===== src/rtl/dds_axil_slave.sv =====
// AXI4-Lite slave front-end for the DDS core.
// Each accepted write becomes a one-cycle register-map strobe (addr + data).
// Reads return CTRL/DATA/STAT values supplied by the register map.
// The write and read channels run independent FSMs. Every AXI output is a
// register, so no AXI output depends combinationally on an AXI input.
//
// Handshake rule: a transfer happens on a rising edge where both valid and
// ready are high. Valid, once raised, holds its payload stable until that
// edge. Ready is registered and never depends on valid in the same cycle.
module dds_axil_slave #(
  parameter int ADDR_WIDTH = 4,
  parameter int DATA_WIDTH = 32,
  parameter int SIG_WIDTH  = 16
) (
  input  logic                    clk,
  input  logic                    rst,
  input  logic [ADDR_WIDTH-1:0]   s_axi_awaddr,
  input  logic                    s_axi_awvalid,
  output logic                    s_axi_awready,
  input  logic [DATA_WIDTH-1:0]   s_axi_wdata,
  input  logic [DATA_WIDTH/8-1:0] s_axi_wstrb,
  input  logic                    s_axi_wvalid,
  output logic                    s_axi_wready,
  output logic [1:0]              s_axi_bresp,
  output logic                    s_axi_bvalid,
  input  logic                    s_axi_bready,
  input  logic [ADDR_WIDTH-1:0]   s_axi_araddr,
  input  logic                    s_axi_arvalid,
  output logic                    s_axi_arready,
  output logic [DATA_WIDTH-1:0]   s_axi_rdata,
  output logic [1:0]              s_axi_rresp,
  output logic                    s_axi_rvalid,
  input  logic                    s_axi_rready,
  output logic                    o_reg_wr,
  output logic [31:0]             o_reg_addrs,
  output logic [SIG_WIDTH-1:0]    o_reg_data,
  input  logic [31:0]             i_ctrl_reg,
  input  logic [31:0]             i_data_reg,
  input  logic [31:0]             i_stat_reg,
  output logic [1:0]              wr_state,
  output logic                    rd_state
);

  localparam logic [1:0] W_IDLE = 2'd0;
  localparam logic [1:0] W_WAIT = 2'd1;
  localparam logic [1:0] W_RESP = 2'd2;
  localparam logic [0:0] R_IDLE = 1'b0;
  localparam logic [0:0] R_RESP = 1'b1;

  localparam logic [1:0] RESP_OKAY   = 2'b00;
  localparam logic [1:0] RESP_SLVERR = 2'b10;

  logic [1:0]              wstate;
  logic [0:0]              rstate;
  logic                    aw_have;
  logic                    w_have;
  logic [3:0]              awaddr_q;
  logic [SIG_WIDTH-1:0]    wdata_q;
  logic [DATA_WIDTH/8-1:0] wstrb_q;

  logic                    aw_hs;
  logic                    w_hs;
  logic                    got_aw;
  logic                    got_w;
  logic [3:0]              wr_addr;
  logic [SIG_WIDTH-1:0]    wr_data;
  logic [DATA_WIDTH/8-1:0] wr_strb;
  logic                    wr_writable;
  logic                    ar_hs;
  logic [DATA_WIDTH-1:0]   rd_mux;
  logic                    rd_err;
  logic                    unused_wdata;

  assign wr_state = wstate;
  assign rd_state = rstate;

  // Upper write-data bits are not forwarded to the register map.
  assign unused_wdata = ^s_axi_wdata[DATA_WIDTH-1:SIG_WIDTH];

  // Write-side capture view: a beat arriving this edge counts as captured.
  always_comb begin
    aw_hs       = s_axi_awvalid & s_axi_awready;
    w_hs        = s_axi_wvalid & s_axi_wready;
    got_aw      = aw_have | aw_hs;
    got_w       = w_have | w_hs;
    wr_addr     = aw_hs ? s_axi_awaddr[3:0] : awaddr_q;
    wr_data     = w_hs ? s_axi_wdata[SIG_WIDTH-1:0] : wdata_q;
    wr_strb     = w_hs ? s_axi_wstrb : wstrb_q;
    wr_writable = (wr_addr == 4'h0) || (wr_addr == 4'h4);
  end

  // Read address decode; unmapped or unaligned offsets return zero with SLVERR.
  always_comb begin
    ar_hs  = s_axi_arvalid & s_axi_arready;
    rd_mux = '0;
    rd_err = 1'b0;
    case (s_axi_araddr[3:0])
      4'h0:    rd_mux = i_ctrl_reg;
      4'h4:    rd_mux = i_data_reg;
      4'h8:    rd_mux = i_stat_reg;
      default: rd_err = 1'b1;
    endcase
  end

  // Write FSM: collect AW and W in any order, then strobe and respond.
  always_ff @(posedge clk) begin
    if (rst) begin
      wstate        <= W_IDLE;
      aw_have       <= 1'b0;
      w_have        <= 1'b0;
      awaddr_q      <= '0;
      wdata_q       <= '0;
      wstrb_q       <= '0;
      s_axi_awready <= 1'b0;
      s_axi_wready  <= 1'b0;
      s_axi_bvalid  <= 1'b0;
      s_axi_bresp   <= RESP_OKAY;
      o_reg_wr      <= 1'b0;
      o_reg_addrs   <= '0;
      o_reg_data    <= '0;
    end else begin
      o_reg_wr <= 1'b0;
      case (wstate)
        W_IDLE, W_WAIT: begin
          if (aw_hs) awaddr_q <= s_axi_awaddr[3:0];
          if (w_hs) begin
            wdata_q <= s_axi_wdata[SIG_WIDTH-1:0];
            wstrb_q <= s_axi_wstrb;
          end
          aw_have       <= got_aw;
          w_have        <= got_w;
          s_axi_awready <= ~got_aw;
          s_axi_wready  <= ~got_w;
          if (got_aw && got_w) begin
            wstate       <= W_RESP;
            s_axi_bvalid <= 1'b1;
            s_axi_bresp  <= wr_writable ? RESP_OKAY : RESP_SLVERR;
            // An all-zero strobe is acknowledged but changes nothing.
            if (wr_writable && (wr_strb != '0)) begin
              o_reg_wr    <= 1'b1;
              o_reg_addrs <= {28'h0, wr_addr};
              o_reg_data  <= wr_data;
            end
          end else if (got_aw || got_w) begin
            wstate <= W_WAIT;
          end
        end
        W_RESP: begin
          if (s_axi_bready) begin
            wstate        <= W_IDLE;
            s_axi_bvalid  <= 1'b0;
            s_axi_bresp   <= RESP_OKAY;
            aw_have       <= 1'b0;
            w_have        <= 1'b0;
            s_axi_awready <= 1'b1;
            s_axi_wready  <= 1'b1;
          end
        end
        default: wstate <= W_IDLE;
      endcase
    end
  end

  // Read FSM: register the selected value at the AR edge and hold it until rready.
  always_ff @(posedge clk) begin
    if (rst) begin
      rstate        <= R_IDLE;
      s_axi_arready <= 1'b0;
      s_axi_rvalid  <= 1'b0;
      s_axi_rdata   <= '0;
      s_axi_rresp   <= RESP_OKAY;
    end else begin
      case (rstate)
        R_IDLE: begin
          if (ar_hs) begin
            rstate        <= R_RESP;
            s_axi_arready <= 1'b0;
            s_axi_rvalid  <= 1'b1;
            s_axi_rdata   <= rd_mux;
            s_axi_rresp   <= rd_err ? RESP_SLVERR : RESP_OKAY;
          end else begin
            s_axi_arready <= 1'b1;
          end
        end
        R_RESP: begin
          if (s_axi_rready) begin
            rstate        <= R_IDLE;
            s_axi_rvalid  <= 1'b0;
            s_axi_arready <= 1'b1;
          end
        end
        default: rstate <= R_IDLE;
      endcase
    end
  end

endmodule

===== config.mk =====
export PLATFORM = sky130hd
export DESIGN_NAME = dds_axil_slave
export DESIGN_NICKNAME = d
export VERILOG_FILES = /design/src/rtl/dds_axil_slave.sv
export SDC_FILE = /design/constraint.sdc
export NUM_CORES = 1
export LEC_CHECK = 0
export ABC_CLOCK_PERIOD_IN_PS = 2500
export CORE_ASPECT_RATIO = 0.6
export CORE_MARGIN = 10
export CORE_UTILIZATION = 33
export DETAILED_ROUTE_END_ITERATION = 8
export PLACE_DENSITY = 0.77
export RECOVER_POWER = 25
export SLEW_MARGIN = 10
export SYNTH_ARGS = -nofsm -noshare
export SYNTH_HDL_FRONTEND = slang
export SYNTH_SLANG_ARGS = --single-unit

===== constraint.sdc =====
create_clock -name clk -period 2.5 [get_ports clk]
set_clock_uncertainty 0.2 [all_clocks]
set_input_delay 0.25 -clock clk [delete_from_list [all_inputs] [get_ports clk]]
set_output_delay 0.25 -clock clk [all_outputs]
set_load 0.01 [all_outputs]

Word level (Yosys, flattened, before mapping)

Cells that the tools add are included.

Word-level logic and storage cells: 86
Flip-flop bits (word level): 91
Bits of input ports: 147

Equality and inequality tests: 10
Bitwise gates (word level): 10
Mux-type cells: 30
Reductions and logical operators: 18

Operators with widths:

| operator                                            | count |
|---|---|
| case mux 32 bit (3 select lines)                    | 1 |
| 2-to-1 mux 16 bit                                   | 1 |
| case mux 1 bit (2 select lines)                     | 8 |
| 2-to-1 mux 2 bit                                    | 6 |
| 2-to-1 mux 1 bit                                    | 10 |
| equality test 4 x 3 -> 1 bit, second input constant | 2 |
| zero test 4 bit                                     | 2 |
| 2-to-1 mux 4 bit                                    | 2 |
| inequality test 2 bit, second input constant        | 4 |
| case mux 2 bit (2 select lines)                     | 2 |
| AND reduction 2 bit                                 | 4 |
| AND reduction 3 bit                                 | 2 |
| OR reduction 3 bit                                  | 2 |
| inverter 1 bit                                      | 5 |
| equality test 4 bit, second input constant          | 1 |
| nonzero test 4 bit                                  | 1 |
| bitwise AND 1 bit                                   | 3 |
| inequality test 3 bit, second input constant        | 1 |
| equality test 2 x 1 -> 1 bit, second input constant | 1 |
| equality test 2 bit, second input constant          | 1 |
| logical AND 1 bit                                   | 2 |
| zero test 2 bit                                     | 1 |
| logical OR 1 bit                                    | 2 |
| OR 1 bit                                            | 2 |
| other kinds (2)                                     | 2 |

Depth between registers and ports, before layout

Depth after elaboration: 7
Gate-level depth with buffers: 5
Mapped depth without buffers: 4

Worst setup path after synthesis

OpenSTA, ideal clock, no wires.

Path kind: reg-to-reg
Start point: register s_axi_awready
End point: register o_reg_data[0]
Slack: 0.435 ns
Required time: 2.155 ns
Clock period less this slack: 2.065 ns
Stages on the path, launching flop included: 6
Library setup time: 0.145 ns
Buffers on the path: 1
Arrival time: 1.721 ns
Path through: dfxtp_1 a211o_1 a2111oi_4 and3_4 buf_12 a211oi_2

Word-level cells in the longest chain between the ends: 6
Elaborated cells between the ends (all ways): 9
Classes of those cells: 1 x eq/ne; 1 x mux; 2 x bitwise; 5 x reduce/logical

Ends and longest elaborated chain:

| item                                                                   | line | source |
|---|---|---|
| from (decl)                                                            | 19   | `output logic s_axi_awready,` |
| from (signal assigned)                                                 | 132  | `s_axi_awready <= ~got_aw;` |
| bitwise AND 1 bit (*)                                                  | 82   | `aw_hs = s_axi_awvalid & s_axi_awready;` |
| 2-to-1 mux 4 bit                                                       | n/a  |  |
| equality test 4 x 3 -> 1 bit / zero test 4 bit (equally long branches) | 89   | `wr_writable = (wr_addr == 4'h0) \|\| (wr_addr == 4'h4);` |
| logical OR 1 bit                                                       | 89   |  |
| logical AND 1 bit                                                      | 139  | `if (wr_writable && (wr_strb != '0)) begin` |
| AND reduction 3 bit (no source line) (*)                               | n/a  |  |
| to (signal assigned)                                                   | 142  | `o_reg_data <= wr_data;` |
| to (decl)                                                              | 36   | `output logic [SIG_WIDTH-1:0] o_reg_data,` |

Mark *: on every way between the ends. The rest lies on a longest branch, timed or not.
A chain may end at the register's enable or synchronous reset.

Worst setup path in the final report

Start point: input s_axi_awvalid
End point: register o_reg_data[13]

Word-level cells in the longest chain between the ends: 6
Elaborated cells between the ends (all ways): 9
Classes of those cells: 1 x eq/ne; 1 x mux; 2 x bitwise; 5 x reduce/logical

Ends and longest elaborated chain:

| item                                                                   | line | source |
|---|---|---|
| from (decl)                                                            | 18   | `input logic s_axi_awvalid,` |
| bitwise AND 1 bit (*)                                                  | 82   |  |
| 2-to-1 mux 4 bit                                                       | n/a  |  |
| equality test 4 x 3 -> 1 bit / zero test 4 bit (equally long branches) | 89   |  |
| logical OR 1 bit                                                       | 89   |  |
| logical AND 1 bit                                                      | 139  |  |
| AND reduction 3 bit (no source line) (*)                               | n/a  |  |

Marks and branches as above.

==> reports/summary.md <==
The top cell type by total area after synthesis was dfxtp_1. Yosys mapped a number of flops with a built-in enable equal to 0. TritonCTS created 9 clock buffers. Setup violations remaining at the end of the flow were counted as 0. Routability-driven placement finished with a final weighted congestion of 0.832.

The share of total power in combinational logic was 18.7%. Pin placement for this block handled 240 I/O pins. The tools report the hold buffer count at cts as 0. The logs give 4300 for the number of global-route vias before repair and 0 for the number of pins exceeding their max-slew limit in the final report. In this run the worst path has a maximum fanout of 18. The first global-routing pass estimated 22600 um of wire. The maximum count of clock buffers along a single path came out at 2. In the routed layout, each cell is associated on average with a via count of 4.94. Setup repair after global routing left no endpoint under its margin. The number of cells on the worst reg-to-reg path is 4. After global routing the overflow that remains totals 0.

Sorting the synthesized cells by how often they occur yields dfxtp_1, nand2_1, a21oi_1, a22o_1, buf_4. The power density over cell area is 558 nW/um2, and the highest clock rate is 0.462 GHz. Nature of the critical path startpoint: an input port.

The internal power of the cells totals 2.61 mW. Traced cell by cell, the critical path runs through dlygate4sd3_1 -> clkbuf_1 -> nand4bb_1 -> a2111oi_4 -> buf_4 -> a31oi_1 -> a211oi_2. The run gives 6070 um2 as the placed standard-cell area. For this run, design rule violations remaining after detail routing come to 0.

For the total net switching power, the log shows 0.945 mW. The run gives 89 as the number of sinks driven by the clock tree. After technology mapping, the gate count stands at 464. The die covers 17400 um2. The finished cells cover 6370 um2.

TritonCTS built the clock tree. For hold timing, the worst endpoint is s_axi_rvalid$_SDFFE_PP0P_. The startpoint identified for the worst register-to-register timing path is s_axi_wready$_SDFFE_PP0P_. For this run, the leading register cell type out of synthesis is dfxtp_1.

The data arrival time of the critical path is 2.23 ns, and the total power consumption of the routed design is 3.55 mW. The final hold violation count is 0, and the slew at the pin closest to its max-slew limit is 0.676 ns. The final total negative setup slack is 0 ns, and the die span in y is 106 um. Count of input and output buffers: 193.

The worst setup path is captured at a flip-flop. The relative max-transition margin was 53.6%. The reg-to-reg critical path endpoint is o_reg_data[4]$_SDFFE_PP0P_. In the final layout, the share of cells above drive strength 1 is 8.44%. The worst-case IR drop observed on VDD is 271 uV. Counting instances, the worst hold path has a depth of 2.

For the initial antenna violation count, the log shows 0. Detailed-routing iteration count for the pre-antenna-repair pass: 4. The critical path is of the input port to flip-flop type.

The post-synthesis async set-or-reset flop share was 0%; the placeable core region was 12100 um2. Once the clock tree was built, the resizer swapped 0 gates to a different size. After layout, the minimum clock period comes to 2.17 ns.

Of the synthesized area, sequential elements account for 43.6%. The first routing iteration left 228 violations. Hold is met by 0.0757 ns. For flop-to-flop paths, the worst setup slack is 0.42 ns.

Dividing the final minimum period by the clock period gives 86.6%. In this run the number of H-tree levels came out at 3. The average wire per cell in the routed design is 17.8 um, and the clock-pin slew on the worst setup and hold paths is 0.07 ns.

The mean post-synth cell area works out to 8.82 um2. The area growth from synthesis to layout is 55.7%. The clock network burns 38.7% of the power. Yosys attributes the largest share of cell area to dfxtp_1, a21oi_1, nand2_1, a22o_1, buf_4. The run finished with clean final reports. Pin count of the biggest net entering global routing: 46. For this run, the number of Yosys warnings is 0.

The via total after detailed routing came out at 4040. The hold path startpoint was rst. The count of different cell masters after synthesis is 39. For the leakage component of the power, the log shows 2.43 nW. STA puts the critical path data required time at 2.56 ns. The tree is rooted in a clkbuf_16. Width of the die: 164 um. dfxtp_1 is the most common cell in the netlist. The final-stage net count came out at 794. After synthesis the netlist holds a flip-flop and latch count of 89.

Class of the tightest hold or removal check: input port to flip-flop. On the critical path, the stage with the largest delay is an instance of dlygate4sd3_1. The synthesized netlist occupies a cell area of 4090 um2. Cells fill 52.6% of the core in the end.

Count of antenna-violating nets left after detailed routing: 0. In this run switching power makes up 26.6% of total power. The share of synthesized area in the top cell type comes to 43.6%. 0 antenna diodes ended up in the layout.

For this run, the slowest stage of the critical path takes 0.55 ns. After clock tree synthesis, the setup repair step added 0 buffers. The logs give 0 for the number of maximum-capacitance constraint violations and 14600 um for the final routed wirelength across all metal layers.

Once the floorplan was initialized, standard cells occupied 33.8% of the core. The clock latency on the worst-skew pair is 0.34 ns. Registers are responsible for 42.6% of the overall power. The initialized floorplan defines 31 standard-cell rows.

The run gives 11500 um as the HPWL reported at the end of detailed placement. Global routing consumed, over all layers together, 16.0% of the routing resources.
sequential cells by signal, summed over array words and instances, names as in the netlist, 2 cells and up:
register     flops
s_axi_rdata     32
o_reg_data      16
wdata_q         16
awaddr_q         4
o_reg_addrs      4
wstrb_q          4
wr_state         2
cell usage in the layout, fill, tap and decap left out, types with 21 or more instances in the layout:
cell             count
conb_1              30
dlygate4sd3_1       28
clkdlybuf4s50_1    164
nand2_1             77
a21oi_1             61
mux2i_1             21
dfxtp_1             89
o21ai_1             28
a22o_1              32
per-layer routing:
layer	track usage [%]	routed length, um
met3	4.97	956
met5	0	0
met1	19.7	6610
met4	4.51	214
met2	26.3	6790
critical path, delay by kind of cell:
kind,cells,cell delay [ns]
buf+inv,3,1.06
simple gates,1,0.19
compound gates,3,0.73
per-stage QoR:
stage | std cells | worst slack, ns
global route | 817 | 0.227
global placement | 801 | 0.143
CTS | 817 | 0.366
finish | 817 | 0.334
floorplan | 493 | 0.435
detailed placement | 801 | 0.0960
power groups by stage:
| stage | Combinational (mW) | Sequential, mW | Clock [mW] |
|---|---|---|---|
| after detailed placement | 0.665 | 1.55 | 0 |
| after CTS | 0.668 | 1.51 | 1.41 |
| after floorplan | 0.335 | 1.55 | 0 |
| after global placement | 0.647 | 1.54 | 0 |
| final | 0.665 | 1.51 | 1.38 |
| after global routing | 0.721 | 1.52 | 1.47 |
cell families (layout without fill, tap and decap cells):
kind of cell    Yosys count  after routing  share of synthesized area (%)
other cells               1             30                         0.0917
mux                      21             21                           5.14
flops                    89             89                           43.6
compound gates          169            169                           28.4
simple gates            119            119                           13.0
buf+inv                  65            224                           9.79
cell type report:
class	instances	area (um2)
fill	1135	5730
multi-input combinational	339	2040
timing repair buffer	207	2040
sequential	89	1780
clock buffer	9	225
tap	165	206
clock inverter	7	76.3
inverter	1	3.75
worst max path at each step:
stage                               start                          end  slack [ns]
3_3_place_gp                 s_axi_wvalid   o_reg_data[4]$_SDFFE_PP0P_        0.14
3_5_place_dp                 s_axi_wvalid  o_reg_data[13]$_SDFFE_PP0P_         0.1
4_1_cts          wr_state[1]$_SDFFE_PP0P_                  wr_state[1]        0.37
2_1_floorplan  s_axi_awready$_SDFFE_PP0P_   o_reg_data[0]$_SDFFE_PP0P_        0.43
6_report                    s_axi_awvalid  o_reg_data[13]$_SDFFE_PP0P_        0.33
5_1_grt                     s_axi_awvalid   o_reg_data[9]$_SDFFE_PP0P_        0.23
No activity file was read; power rests on OpenSTA's default activity.
